<file path="src/rtl/midi_pkg.sv">
// Shared MIDI definitions: parser state encoding, status constants and the
// data-length lookup used when a status byte opens a message.
package midi_pkg;

    typedef enum logic [1:0] {
        ST_IDLE    = 2'd0,
        ST_WAIT_D1 = 2'd1,
        ST_WAIT_D2 = 2'd2,
        ST_SYSEX   = 2'd3
    } midi_state_t;

    localparam logic [7:0] MIDI_SYSEX_START = 8'hF0;
    localparam logic [7:0] MIDI_SYSEX_END   = 8'hF7;
    localparam logic [7:0] MIDI_TUNE_REQ    = 8'hF6;
    localparam logic [7:0] MIDI_RT_MIN      = 8'hF8;

    // Number of data bytes that follow a status byte (0 for non-status bytes).
    function automatic logic [1:0] midi_data_len(input logic [7:0] status);
        logic [1:0] len;
        len = 2'd0;
        if (status[7]) begin
            if (status < 8'hF0) begin
                len = (status[7:4] == 4'hC || status[7:4] == 4'hD) ? 2'd1 : 2'd2;
            end else begin
                case (status)
                    8'hF1, 8'hF3: len = 2'd1;
                    8'hF2:        len = 2'd2;
                    default:      len = 2'd0;
                endcase
            end
        end
        return len;
    endfunction

endpackage

</file>
<file path="src/rtl/midi_msg_parser.sv">
// Assembles MIDI channel/system-common messages from UART bytes with running
// status, realtime pass-through, sysex discard and a valid/ready output register.
module midi_msg_parser
    import midi_pkg::*;
#(
    parameter int RUNNING_STATUS = 1
) (
    input  logic       clk,
    input  logic       reset,
    input  logic [7:0] rx_data,
    input  logic       rx_data_rdy,
    output logic [7:0] msg_status,
    output logic [7:0] msg_data1,
    output logic [7:0] msg_data2,
    output logic [1:0] msg_len,
    output logic       msg_valid,
    input  logic       msg_ready,
    output logic [7:0] rt_byte,
    output logic       rt_valid,
    output logic       sysex_active,
    output logic       overrun
);

    midi_state_t state;
    logic        z_rdy;
    logic        byte_stb;
    logic [7:0]  run_status;
    logic        run_valid;
    logic [7:0]  cur_status;
    logic [7:0]  data1;
    logic [1:0]  need;
    logic        rs_en;

    logic        emit;
    logic [7:0]  e_status;
    logic [7:0]  e_d1;
    logic [7:0]  e_d2;
    logic [1:0]  e_len;

    assign byte_stb = rx_data_rdy & ~z_rdy;
    assign rs_en    = (RUNNING_STATUS != 0);

    // Decide whether the byte captured this cycle completes a message.
    always_comb begin
        emit     = 1'b0;
        e_status = cur_status;
        e_d1     = data1;
        e_d2     = 8'h00;
        e_len    = 2'd0;
        if (byte_stb) begin
            if (rx_data == MIDI_TUNE_REQ) begin
                emit     = 1'b1;
                e_status = MIDI_TUNE_REQ;
                e_d1     = 8'h00;
                e_len    = 2'd1;
            end else if (!rx_data[7]) begin
                case (state)
                    ST_IDLE: begin
                        if (rs_en && run_valid && midi_data_len(run_status) == 2'd1) begin
                            emit     = 1'b1;
                            e_status = run_status;
                            e_d1     = rx_data;
                            e_len    = 2'd2;
                        end
                    end
                    ST_WAIT_D1: begin
                        if (need == 2'd1) begin
                            emit  = 1'b1;
                            e_d1  = rx_data;
                            e_len = 2'd2;
                        end
                    end
                    ST_WAIT_D2: begin
                        emit  = 1'b1;
                        e_d2  = rx_data;
                        e_len = 2'd3;
                    end
                    default: ;
                endcase
            end
        end
    end

    always_ff @(posedge clk) begin
        if (!reset) begin
            state        <= ST_IDLE;
            z_rdy        <= 1'b1;
            run_status   <= 8'h00;
            run_valid    <= 1'b0;
            cur_status   <= 8'h00;
            data1        <= 8'h00;
            need         <= 2'd0;
            msg_status   <= 8'h00;
            msg_data1    <= 8'h00;
            msg_data2    <= 8'h00;
            msg_len      <= 2'd0;
            msg_valid    <= 1'b0;
            rt_byte      <= 8'h00;
            rt_valid     <= 1'b0;
            sysex_active <= 1'b0;
            overrun      <= 1'b0;
        end else begin
            z_rdy    <= rx_data_rdy;
            rt_valid <= 1'b0;
            overrun  <= 1'b0;

            if (emit) begin
                if (!msg_valid || msg_ready) begin
                    msg_status <= e_status;
                    msg_data1  <= e_d1;
                    msg_data2  <= e_d2;
                    msg_len    <= e_len;
                    msg_valid  <= 1'b1;
                end else begin
                    overrun <= 1'b1;
                end
            end else if (msg_valid && msg_ready) begin
                msg_valid <= 1'b0;
            end

            if (byte_stb) begin
                if (rx_data >= MIDI_RT_MIN) begin
                    rt_byte  <= rx_data;
                    rt_valid <= 1'b1;
                end else if (rx_data[7]) begin
                    // Any non-realtime status ends a sysex; F0 re-arms it below.
                    sysex_active <= 1'b0;
                    if (rx_data < 8'hF0) begin
                        run_status <= rx_data;
                        run_valid  <= 1'b1;
                        cur_status <= rx_data;
                        need       <= midi_data_len(rx_data);
                        state      <= ST_WAIT_D1;
                    end else begin
                        case (rx_data)
                            MIDI_SYSEX_START: begin
                                run_valid    <= 1'b0;
                                sysex_active <= 1'b1;
                                state        <= ST_SYSEX;
                            end
                            MIDI_SYSEX_END: begin
                                if (state == ST_SYSEX) state <= ST_IDLE;
                            end
                            8'hF1, 8'hF2, 8'hF3: begin
                                run_valid  <= 1'b0;
                                cur_status <= rx_data;
                                need       <= midi_data_len(rx_data);
                                state      <= ST_WAIT_D1;
                            end
                            default: begin
                                run_valid <= 1'b0;
                                state     <= ST_IDLE;
                            end
                        endcase
                    end
                end else begin
                    case (state)
                        ST_IDLE: begin
                            if (rs_en && run_valid) begin
                                cur_status <= run_status;
                                data1      <= rx_data;
                                need       <= midi_data_len(run_status);
                                if (midi_data_len(run_status) == 2'd2) state <= ST_WAIT_D2;
                            end
                        end
                        ST_WAIT_D1: begin
                            data1 <= rx_data;
                            state <= (need == 2'd2) ? ST_WAIT_D2 : ST_IDLE;
                        end
                        ST_WAIT_D2: state <= ST_IDLE;
                        default: ;
                    endcase
                end
            end
        end
    end

endmodule

</file>
<file path="config.mk">
export PLATFORM = sky130hd
export DESIGN_NAME = midi_msg_parser
export DESIGN_NICKNAME = d
export VERILOG_FILES = /design/src/rtl/midi_pkg.sv /design/src/rtl/midi_msg_parser.sv
export SDC_FILE = /design/constraint.sdc
export NUM_CORES = 1
export LEC_CHECK = 0
export CAP_MARGIN = 10
export CORE_AREA = 4 4 75 111
export CTS_BUF_LIST = sky130_fd_sc_hd__clkbuf_8 sky130_fd_sc_hd__clkbuf_16
export DETAILED_ROUTE_END_ITERATION = 10
export DIE_AREA = 0 0 79 115
export PLACE_DENSITY = 0.72
export SLEW_MARGIN = 20
export SYNTH_ARGS = -nofsm -noshare
export SYNTH_HDL_FRONTEND = slang
export SYNTH_SLANG_ARGS = --single-unit
</file>
<file path="constraint.sdc">
create_clock -name clk -period 1.9 [get_ports clk]
set_input_delay 0.285 -clock clk [delete_from_list [all_inputs] [get_ports clk]]
set_output_delay 0.285 -clock clk [all_outputs]
set_load 0.005 [all_outputs]
</file>
==> results of run 1 <==
## flip-flops by register name, indices dropped and copies added, names as in the netlist
register / count
cur_status: 8
data1: 7
msg_data1: 7
msg_data2: 7
msg_len: 2
msg_status: 8
msg_valid: 1
need: 2
overrun: 1
rt_byte: 8
rt_valid: 1
run_status: 8
run_valid: 1
state: 2
sysex_active: 1
z_rdy: 1
## routing by layer
layer  wire length [um]  share of wire, %
met1               3710                40
met2               4660                51
met3                405               4.4
met4                407               4.4
met5                  0                 0
## per-stage QoR
step	setup WS, ns	hold WS, ns	std cells	area [um2]
final	0.0326	0.450	557	4400
after global routing	-0.0347	0.470	557	4400
after CTS	0.0337	0.452	556	4350
after detailed placement	-0.325	0.442	539	4130
after global placement	-0.277	0.440	539	4130
after floorplan	0.00860	0.386	364	3260
## Yosys cell counts (all sizes together), types with 2 or more instances
cell	number
nand3b	3
nand2	22
a31oi	5
mux2i	20
o22ai	3
o221a	4
a21o	2
buf	19
o21ai	11
o41ai	4
a311oi	3
o311ai	2
nand2b	6
a21oi	26
o211a	5
ha	4
nand3	15
o31ai	3
nand4	5
inv	12
mux2	3
nor2b	4
clkbuf	12
o211ai	6
nor2	60
nor3	4
a211oi	14
dfxtp	65
a222oi	3
## critical path, delay by kind of cell, from the launching register on
family | cells | cell delay [ns]
AO/OA/AOI/OAI | 3 | 0.64
AND/OR/NAND/NOR | 2 | 0.37
flip-flops | 1 | 0.34
buffers and inverters | 2 | 0.30
adder cells (fa/ha/maj) | 1 | 0.14
## report_power, final
group | internal [uW] | switching (uW) | total [uW]
registers | 1380 | 13.5 | 1400
clock network | 672 | 538 | 1210
logic | 143 | 186 | 329
## cells in the final DEF, fill, tap and decap left out, drive strengths merged, types with 3 or more instances in the layout
| cell type | synthesis | final |
|---|---|---|
| o41ai | 4 | 4 |
| clkdlybuf4s50 | 0 | 46 |
| nand2b | 6 | 6 |
| a222oi | 3 | 3 |
| clkbuf | 12 | 11 |
| o211ai | 6 | 6 |
| nor2 | 60 | 60 |
| nand3 | 15 | 15 |
| o211a | 5 | 6 |
| o21ai | 11 | 11 |
| nor3 | 4 | 4 |
| nand4 | 5 | 5 |
| o22ai | 3 | 3 |
| a211oi | 14 | 14 |
| o221a | 4 | 4 |
| buf | 19 | 60 |
| ha | 4 | 4 |
| a21oi | 26 | 26 |
| nand2 | 22 | 22 |
| mux2i | 20 | 20 |
| a311oi | 3 | 3 |
| dfxtp | 65 | 65 |
| o31ai | 3 | 3 |
| nand3b | 3 | 3 |
| a31oi | 5 | 5 |
| inv | 12 | 13 |
| nor2b | 4 | 4 |
| mux2 | 3 | 3 |
## final cells by class
class / instances / area [um2] / share of cell area, %
multi-input combinational: 257 / 1770 / 40.1
sequential: 65 / 1300 / 29.6
timing repair buffer: 107 / 956 / 21.7
clock buffer: 11 / 151 / 3.44
tap: 100 / 125 / 2.84
clock inverter: 5 / 55.1 / 1.25
inverter: 12 / 45.0 / 1.02
## worst paths after layout
check | start | to | slack [ns] | cells past startpoint
worst max-delay path | state[0]$_SDFFE_PN0P_ | msg_data1[0]$_SDFFE_PN0P_ | 0.03 | 8
worst min-delay path | msg_data2[3]$_SDFFE_PN0P_ | msg_data2[3]$_SDFFE_PN0P_ | 0.45 | 2
worst max register to register | state[0]$_SDFFE_PN0P_ | msg_data1[0]$_SDFFE_PN0P_ | 0.03 | 8
worst min register to register | msg_data2[3]$_SDFFE_PN0P_ | msg_data2[3]$_SDFFE_PN0P_ | 0.45 | 2
## timing repair
action,CTS,global route
buffers inserted,0,1
pin swaps,0,4
endpoints found under the setup margin,1,20
cloned,1,0
hold endpoints to repair,0,0
gates resized for setup,0,12
## cells by family (layout without fill, tap and decap cells)
kind of cell,after synthesis,count (layout),share of synthesized area (%)
other,1,2,0.116
AOI/OAI and AO/OA,99,100,23.7
adders and majority gates,4,4,1.54
buffers and inverters,43,135,7.22
muxes,23,23,7.22
and+or+nand+nor,128,128,20.0
DFF,65,65,40.1
==> results.ini, run 1 <==
[die]
rows=38
die_area_um2=9090
ios=50
start_util_pct=44.3
die_h_um=115
coreArea_um2=7320
die_w_um=79

[logic_synthesis]
async_flop_share_pct=0
yosysSeqAreaShare_pct=40.1
yosysTopAreaCellShare_pct=40.1
synth.area.top_cells=dfxtp_1, nor2_1, mux2i_1, a21oi_1, buf_6
synth_edf_count=0
postSynthAreaPerCell_um2=8.93
netlist_area_um2=3240
yosys_most_used_dff=dfxtp_1
postSynthCellCount=363
yosysWarningCount=0
synth_top_cell_by_area=dfxtp_1
ys_ff_latch=65
synth_cell_types=61

[grt]
gr-max-usage-layer=met2
gr-usage-all-layers_pct=21.6
grtUsageMet3_pct=3.76
antenna_found_initial=0
overflow=0
met2_usage_pct=37.3
grt_pass1_vias=3054
grt_max_degree=33
met1_usage_pct=24.4
grt_pass1_wl_um=15100

[worst_setup_path]
crit_path_max_incr_delay_ns=0.34
crit_slowest_cell=dfxtp_2
worstPathArrival_ns=2.14
worstSetupEndpointType=flip-flop
startpoint_type=flip-flop
crit_type=reg -> reg
cp_max_fo=5
crit_required_ns=2.17
path_cells=inv_2 -> ha_4 -> and4b_1 -> o211a_1 -> o21ba_4 -> nand4_1 -> buf_4 -> o31ai_2

[final_layout]
drive_gt1_share_pct=24.9
syn2layout_area_growth_pct=35.8
finalNetCount=468
nFillCells=672
utilization_pct=60.1
diodes=0

[timing]
finalSetupViolations=0
hold_viol_final=0
worstMarginPinSlew_ns=0.487
slew_headroom_pct=67.1
rsz0062_at_grt=yes
period_needed_ns=1.87
finClkSkew_ns=0.00878
slew_violations=0
fin_setup_tns_ns=0
max_freq_mhz=535
fin_crit_sh_pct=98.3

[clock_network]
cts.clk_slew.worst_paths_ns=0.07
root_buffer=clkbuf_8
ctsHtreeMaxLevel=3
cts_tree=yes
cts_buffers=9
clkLatencyLatePin_ns=0.36
holdBufCountCts=0
cts_buffer_depth=2
cts_sinks=65

[routing]
vias_per_cell=5.51
vias=3070
drtPass1Iterations=4
wl_per_cell_um=16.5
wl_um=9180
ant_nets=0
drt_iter0_drc=238
drc=0

[place]
port_buffers=47
place.gp.congestion=0.880
dp_hpwl_um=6800

[pwr]
total_power_uw=2930
p_leak_uw=0.00163
powerDensity_nw_per_um2=666
ir_worst_vdd_v=0.000398

[run]
maxCapViolations=0

[outcome]
status=finished, final reports clean

[min_path]
hp-class=reg -> reg

(Power assumes the default switching activity.)
==> run 2: changes to the inputs <==
--- a/config.mk
+++ b/config.mk
@@ -6,10 +6,10 @@
 export NUM_CORES = 1
 export LEC_CHECK = 0
 export CAP_MARGIN = 10
-export CORE_AREA = 4 4 75 111
+export CORE_AREA = 4 4 90 92
 export CTS_BUF_LIST = sky130_fd_sc_hd__clkbuf_8 sky130_fd_sc_hd__clkbuf_16
 export DETAILED_ROUTE_END_ITERATION = 10
-export DIE_AREA = 0 0 79 115
+export DIE_AREA = 0 0 94 96
 export PLACE_DENSITY = 0.72
 export SLEW_MARGIN = 20
 export SYNTH_ARGS = -nofsm -noshare
==> results.ini, run 2 (synthesis gave the netlist of run 1 again) <==
[grt]
grt_pass1_vias=3060  ; +0.20%
gr-usage-all-layers_pct=21.1  ; -0.44 points
grt_pass1_wl_um=14900  ; -1.1%
antenna_found_initial=0  ; unchanged
grt_max_degree=27  ; -18%
overflow=0  ; unchanged

[clock_network]
clkLatencyLatePin_ns=0.35  ; about the same
cts_buffers=9  ; unchanged
holdBufCountCts=0  ; unchanged
cts_sinks=65  ; unchanged
cts_tree=yes
cts.clk_slew.worst_paths_ns=0.07  ; about the same
root_buffer=clkbuf_8
ctsHtreeMaxLevel=3  ; unchanged
cts_buffer_depth=2  ; unchanged

[timing]
finClkSkew_ns=0.00498  ; -0.00380 ns
slew_violations=0  ; unchanged
fin_crit_sh_pct=98.7  ; +0.43 points
rsz0062_at_grt=yes
max_freq_mhz=533  ; -0.44%
fin_hold_ws_ns=0.398  ; -0.0524 ns
period_needed_ns=1.88  ; +0.00820 ns
finalSetupViolations=0  ; unchanged
hold_viol_final=0  ; unchanged

[routing]
top_layer_used=met4
wl_um=9230  ; +0.48%
wl_met1_um=4070  ; +9.7%
met2WireLength_um=4420  ; -5.0%
wl_per_cell_um=16.6  ; +0.48%
wl_met3_um=513  ; +27%
drt_iter0_drc=178  ; -25%
ant_nets=0  ; unchanged
vias=3142  ; +2.3%
drtPass1Iterations=5  ; +1
vias_per_cell=5.64  ; +2.3%
drc=0  ; unchanged

[die]
rows=31  ; -18%
die_area_um2=9020  ; -0.67%
start_util_pct=44.9  ; +0.66 points
coreArea_um2=7210  ; -1.5%
ios=50  ; unchanged
die_w_um=94  ; +19%
die_h_um=96  ; -17%

[place]
dp_hpwl_um=6560  ; -3.5%
port_buffers=47  ; unchanged
place.gp.congestion=0.975  ; +11%
dp_cells=539  ; unchanged

[worst_setup_path]
crit_required_ns=2.17  ; about the same
crit_path_max_incr_delay_ns=0.37  ; +0.03 ns
crit_family=compound AO/OA/AOI/OAI gates
worstPathArrival_ns=2.14  ; about the same
worstSetupEndpointType=flip-flop
crit_type=reg -> reg
startpoint_type=flip-flop
crit_slowest_cell=dfxtp_4
cp_max_fo=6  ; +1
timing.critical_path.buf_inv=2  ; unchanged
path_cells=inv_4 -> ha_4 -> and4b_1 -> o211a_1 -> o21ba_4 -> nand4_1 -> buf_4 -> o31ai_2

[final_layout]
syn2layout_area_growth_pct=38.6
final_cells=557  ; unchanged
diodes=0  ; unchanged
finalNetCount=469  ; +0.21%
final_cell_mix=dfxtp_1, buf_4, nor2_1
drive_gt1_share_pct=26.0  ; +1.0 points
final_common_cell=dfxtp_1

[pwr]
p_leak_uw=0.00166  ; +1.9%
ir_worst_vdd_v=0.000330  ; -17%
powerDensity_nw_per_um2=715  ; +7.3%

[outcome]
status=finished, final reports clean

[run]
maxCapViolations=0  ; unchanged

[min_path]
hp-class=in -> reg

[run 2: cell types whose count changed in the layout (fill, tap and decap cells not counted), sizes merged]
cell    before  now
clkbuf      11   10
inv         13   12
buf         60   61
bufinv       1    3
[run 2: what timing repair did]
action                                  4_1_cts  5_1_grt
endpoints found under the setup margin        0       28
resized for setup                             0       13
buffers inserted                              0        1
[run 2: cell type report]
class	instances	area (um2)
tap	99	124
timing repair buffer	108	993
fill	616	2720
sequential	65	1310
clock buffer	10	138
clock inverter	6	115
inverter	12	47.5
multi-input combinational	257	1770
[run 2: worst paths after layout]
kind | start | to | slack, ns | cells past startpoint
hold / removal | rx_data[7] | sysex_active$_SDFFE_PN0P_ | 0.40 | 4
hold reg to reg | msg_data2[0]$_SDFFE_PN0P_ | msg_data2[0]$_SDFFE_PN0P_ | 0.45 | 2
setup / recovery | state[0]$_SDFFE_PN0P_ | msg_data1[0]$_SDFFE_PN0P_ | 0.02 | 8
setup reg to reg | state[0]$_SDFFE_PN0P_ | msg_data1[0]$_SDFFE_PN0P_ | 0.02 | 8
[run 2: worst register-to-register path, cell delays in order, from the launching register on]
cell and delay (ns):
dfxtp_4 0.37, inv_4 0.07, ha_4 0.12, and4b_1 0.17
o211a_1 0.19, o21ba_4 0.21, nand4_1 0.22, buf_4 0.23
o31ai_2 0.22
[run 2: metrics by stage]
| stage | setup TNS, ns | util (%) | setup WS, ns | area [um2] | power, uW |
|---|---|---|---|---|---|
| floorplan | 0 | - | 0.00860 | 3260 | 1600 |
| global placement | -9.98 | 57.9 | -0.276 | 4170 | 1740 |
| detailed placement | -12.82 | 57.9 | -0.346 | 4170 | 1750 |
| CTS | 0 | 61.4 | 0.00957 | 4430 | 3210 |
| global route | -0.0594 | 62.3 | -0.0295 | 4490 | 3310 |
| finish | 0 | 62.3 | 0.0243 | 4490 | 3210 |
[run 2: report_power, final]
group | leakage [uW] | internal, uW | switching (uW)
combinational | 0.00101 | 150 | 190
clock | 0.000123 | 911 | 567
sequential | 0.000526 | 1380 | 13.8
total | 0.00166 | 2440 | 771
[run 2: layer usage]
layer	GRT usage, %	vias up
met3	3.91	17
met2	34.7	112
met5	0	-
li1	-	1510
met4	8.30	0
met1	27.6	1503
==> run 3: changes to the inputs <==
--- a/config.mk
+++ b/config.mk
@@ -6,11 +6,12 @@
 export NUM_CORES = 1
 export LEC_CHECK = 0
 export CAP_MARGIN = 10
-export CORE_AREA = 4 4 90 92
+export CORE_AREA = 4 4 87 89
 export CTS_BUF_LIST = sky130_fd_sc_hd__clkbuf_8 sky130_fd_sc_hd__clkbuf_16
 export DETAILED_ROUTE_END_ITERATION = 10
-export DIE_AREA = 0 0 94 96
-export PLACE_DENSITY = 0.72
+export DIE_AREA = 0 0 91 93
+export MAX_ROUTING_LAYER = met4
+export PLACE_DENSITY = 0.77
 export SLEW_MARGIN = 20
 export SYNTH_ARGS = -nofsm -noshare
 export SYNTH_HDL_FRONTEND = slang
==> results.ini, run 3 (synthesis gave the netlist of run 1 again) <==
[worst_setup_path]
crit_top_cell=a21oi_2
ff2ff_path_depth=7  ; -1
crit_family=compound AO/OA/AOI/OAI gates
crit_path_max_incr_delay_ns=0.38  ; about the same
timing.critical_path.buf_inv=1  ; -1
crit_slowest_cell=a222oi_1
worstPathArrival_ns=2.13  ; about the same
path_cells=and4bb_2 -> o211a_1 -> buf_6 -> a222oi_1 -> nor2_1 -> a21oi_2 -> a21oi_2
crit_type=reg -> reg
cp_max_fo=6  ; unchanged
crit_required_ns=2.14  ; -0.03 ns
worstSetupEndpointType=flip-flop
crit_cells=7  ; -1
startpoint_type=flip-flop
r2r_slack_ns=0.01  ; about the same

[outcome]
status=finished, final reports clean

[timing]
slew_violations=0  ; unchanged
period_needed_ns=1.89  ; +0.0105 ns
hold_viol_final=0  ; unchanged
finClkSkew_ns=0.00545  ; +0.000465 ns
fin_crit_sh_pct=99.3  ; +0.55 points
finalSetupViolations=0  ; unchanged
max_freq_mhz=530  ; -0.56%
rsz0062_at_grt=yes
slew_headroom_pct=63.4
worstMarginPinSlew_ns=0.546

[grt]
overflow=0  ; unchanged
grt_max_degree=33  ; +22%
grt_pass1_wl_um=15200  ; +2.1%
grt_pass1_vias=3172  ; +3.7%
gr-usage-all-layers_pct=23.3  ; +2.1 points
antenna_found_initial=0  ; unchanged

[place]
dp_cells=531  ; -1.5%
dp_hpwl_um=6840  ; +4.3%
place.gp.congestion=0.956  ; -1.9%
port_buffers=47  ; unchanged

[clock_network]
cts_buffer_depth=2  ; unchanged
clkLatencyLatePin_ns=0.35  ; about the same
holdBufCountCts=0  ; unchanged
root_buffer=clkbuf_8
cts.clk_slew.worst_paths_ns=0.07  ; about the same
cts_sinks=65  ; unchanged
ctsHtreeMaxLevel=3  ; unchanged
cts_tree=yes
cts_buffers=9  ; unchanged

[pwr]
p_leak_uw=0.00174  ; +4.5%
p_int_uw=2210  ; -9.6%
ir_worst_vdd_v=0.000600  ; +82%
p_sw_uw=742  ; -3.8%
pwr-share-seq_pct=47.3  ; +3.9 points
p_clk_share_pct=40.4  ; -5.6 points
sw_frac_of_total_pct=25.1  ; +1.1 points
powerDensity_nw_per_um2=648  ; -9.4%
power_frac_comb_pct=12.3  ; +1.7 points

[final_layout]
diodes=0  ; unchanged
utilization_pct=67.4  ; +5.1 points
syn2layout_area_growth_pct=40.4
drive_gt1_share_pct=28.9  ; +2.9 points
final_cell_mix=buf_4, dfxtp_1, nor2_1
final_cells=551  ; -1.1%
final_common_cell=buf_4
finalNetCount=483  ; +3.0%

[routing]
vias_per_cell=5.83  ; +3.3%
drc=0  ; unchanged
vias=3211  ; +2.2%
ant_nets=0  ; unchanged
wl_per_cell_um=17.5  ; +5.7%
wl_um=9640  ; +4.5%
drt_iter0_drc=219  ; +23%
drtPass1Iterations=5  ; unchanged

[die]
start_util_pct=48.0  ; +3.0 points
die_area_um2=8460  ; -6.2%
die_w_um=91  ; -3.2%
die_h_um=93  ; -3.1%
ios=50  ; unchanged
rows=30  ; -3.2%
coreArea_um2=6760  ; -6.3%

[run]
maxCapViolations=0  ; unchanged

[min_path]
hp-class=reg -> reg
min_path_cells=2  ; -2

run 3: changes by cell type in the layout (fill, tap and decap cells not counted), sizes merged, moves of 2 or more:
cell           change
buf               +14
bufinv             -2
inv                +2
clkdlybuf4s50      -2
clkinv             -2
run 3: worst min-delay path: cells and delay by family (launching register included):
family	cells	cell delay, ns
AO/OA/AOI/OAI	1	0.05
flip-flops	1	0.31
AND/OR/NAND/NOR	1	0.05
run 3: layout make-up:
class | count | area, um2
inverters | 12 | 45.0
flip-flops and latches | 65 | 1300
clock inverters | 4 | 45.0
fillers | 555 | 2200
multi-input cells | 257 | 1810
well taps | 80 | 100
clock buffers | 11 | 151
repair buffers | 122 | 1100
run 3: timing repair:
item                       4_1_cts  5_1_grt
resized for setup                3       22
setup buffers                    1        3
pin swaps                        0       10
setup endpoints to repair        8       23
gates cloned                     0        1
run 3: power by group through the flow:
stage / combinational, uW / clock [uW] / sequential, uW
after CTS: 348 / 1200 / 1390
after global placement: 335 / 0 / 1420
final: 363 / 1190 / 1400
after floorplan: 179 / 0 / 1420
after global routing: 388 / 1260 / 1400
after detailed placement: 344 / 0 / 1430
run 3: layer usage:
| layer | GRT usage, % | part of all wire (%) |
|---|---|---|
| met2 | 38.0 | 49 |
| met4 | 9.17 | 2.4 |
| met5 | - | 0 |
| met3 | 6.11 | 6.9 |
| met1 | 27.5 | 42 |
run 3: final timing paths:
check | startpoint | end
setup reg to reg | run_status[4]$_SDFFE_PN0P_ | msg_data1[3]$_SDFFE_PN0P_
hold reg to reg | msg_len[0]$_SDFFE_PN0P_ | msg_len[0]$_SDFFE_PN0P_
hold / removal | msg_len[0]$_SDFFE_PN0P_ | msg_len[0]$_SDFFE_PN0P_
setup / recovery | run_status[4]$_SDFFE_PN0P_ | msg_data1[3]$_SDFFE_PN0P_
run 3: through the flow:
stage          instance area, um2  setup slack, ns  hold WS, ns  power (uW)  setup TNS, ns
2_1_floorplan                3260          0.00860        0.386        1600              0
3_3_place_gp                 4220           -0.354        0.438        1760         -15.66
3_5_place_dp                 4220           -0.406        0.444        1770         -17.34
4_1_cts                      4430          -0.0122        0.453        2940        -0.0122
5_1_grt                      4550         -0.00759        0.487        3040        -0.0166
6_report                     4550           0.0138        0.450        2950              0
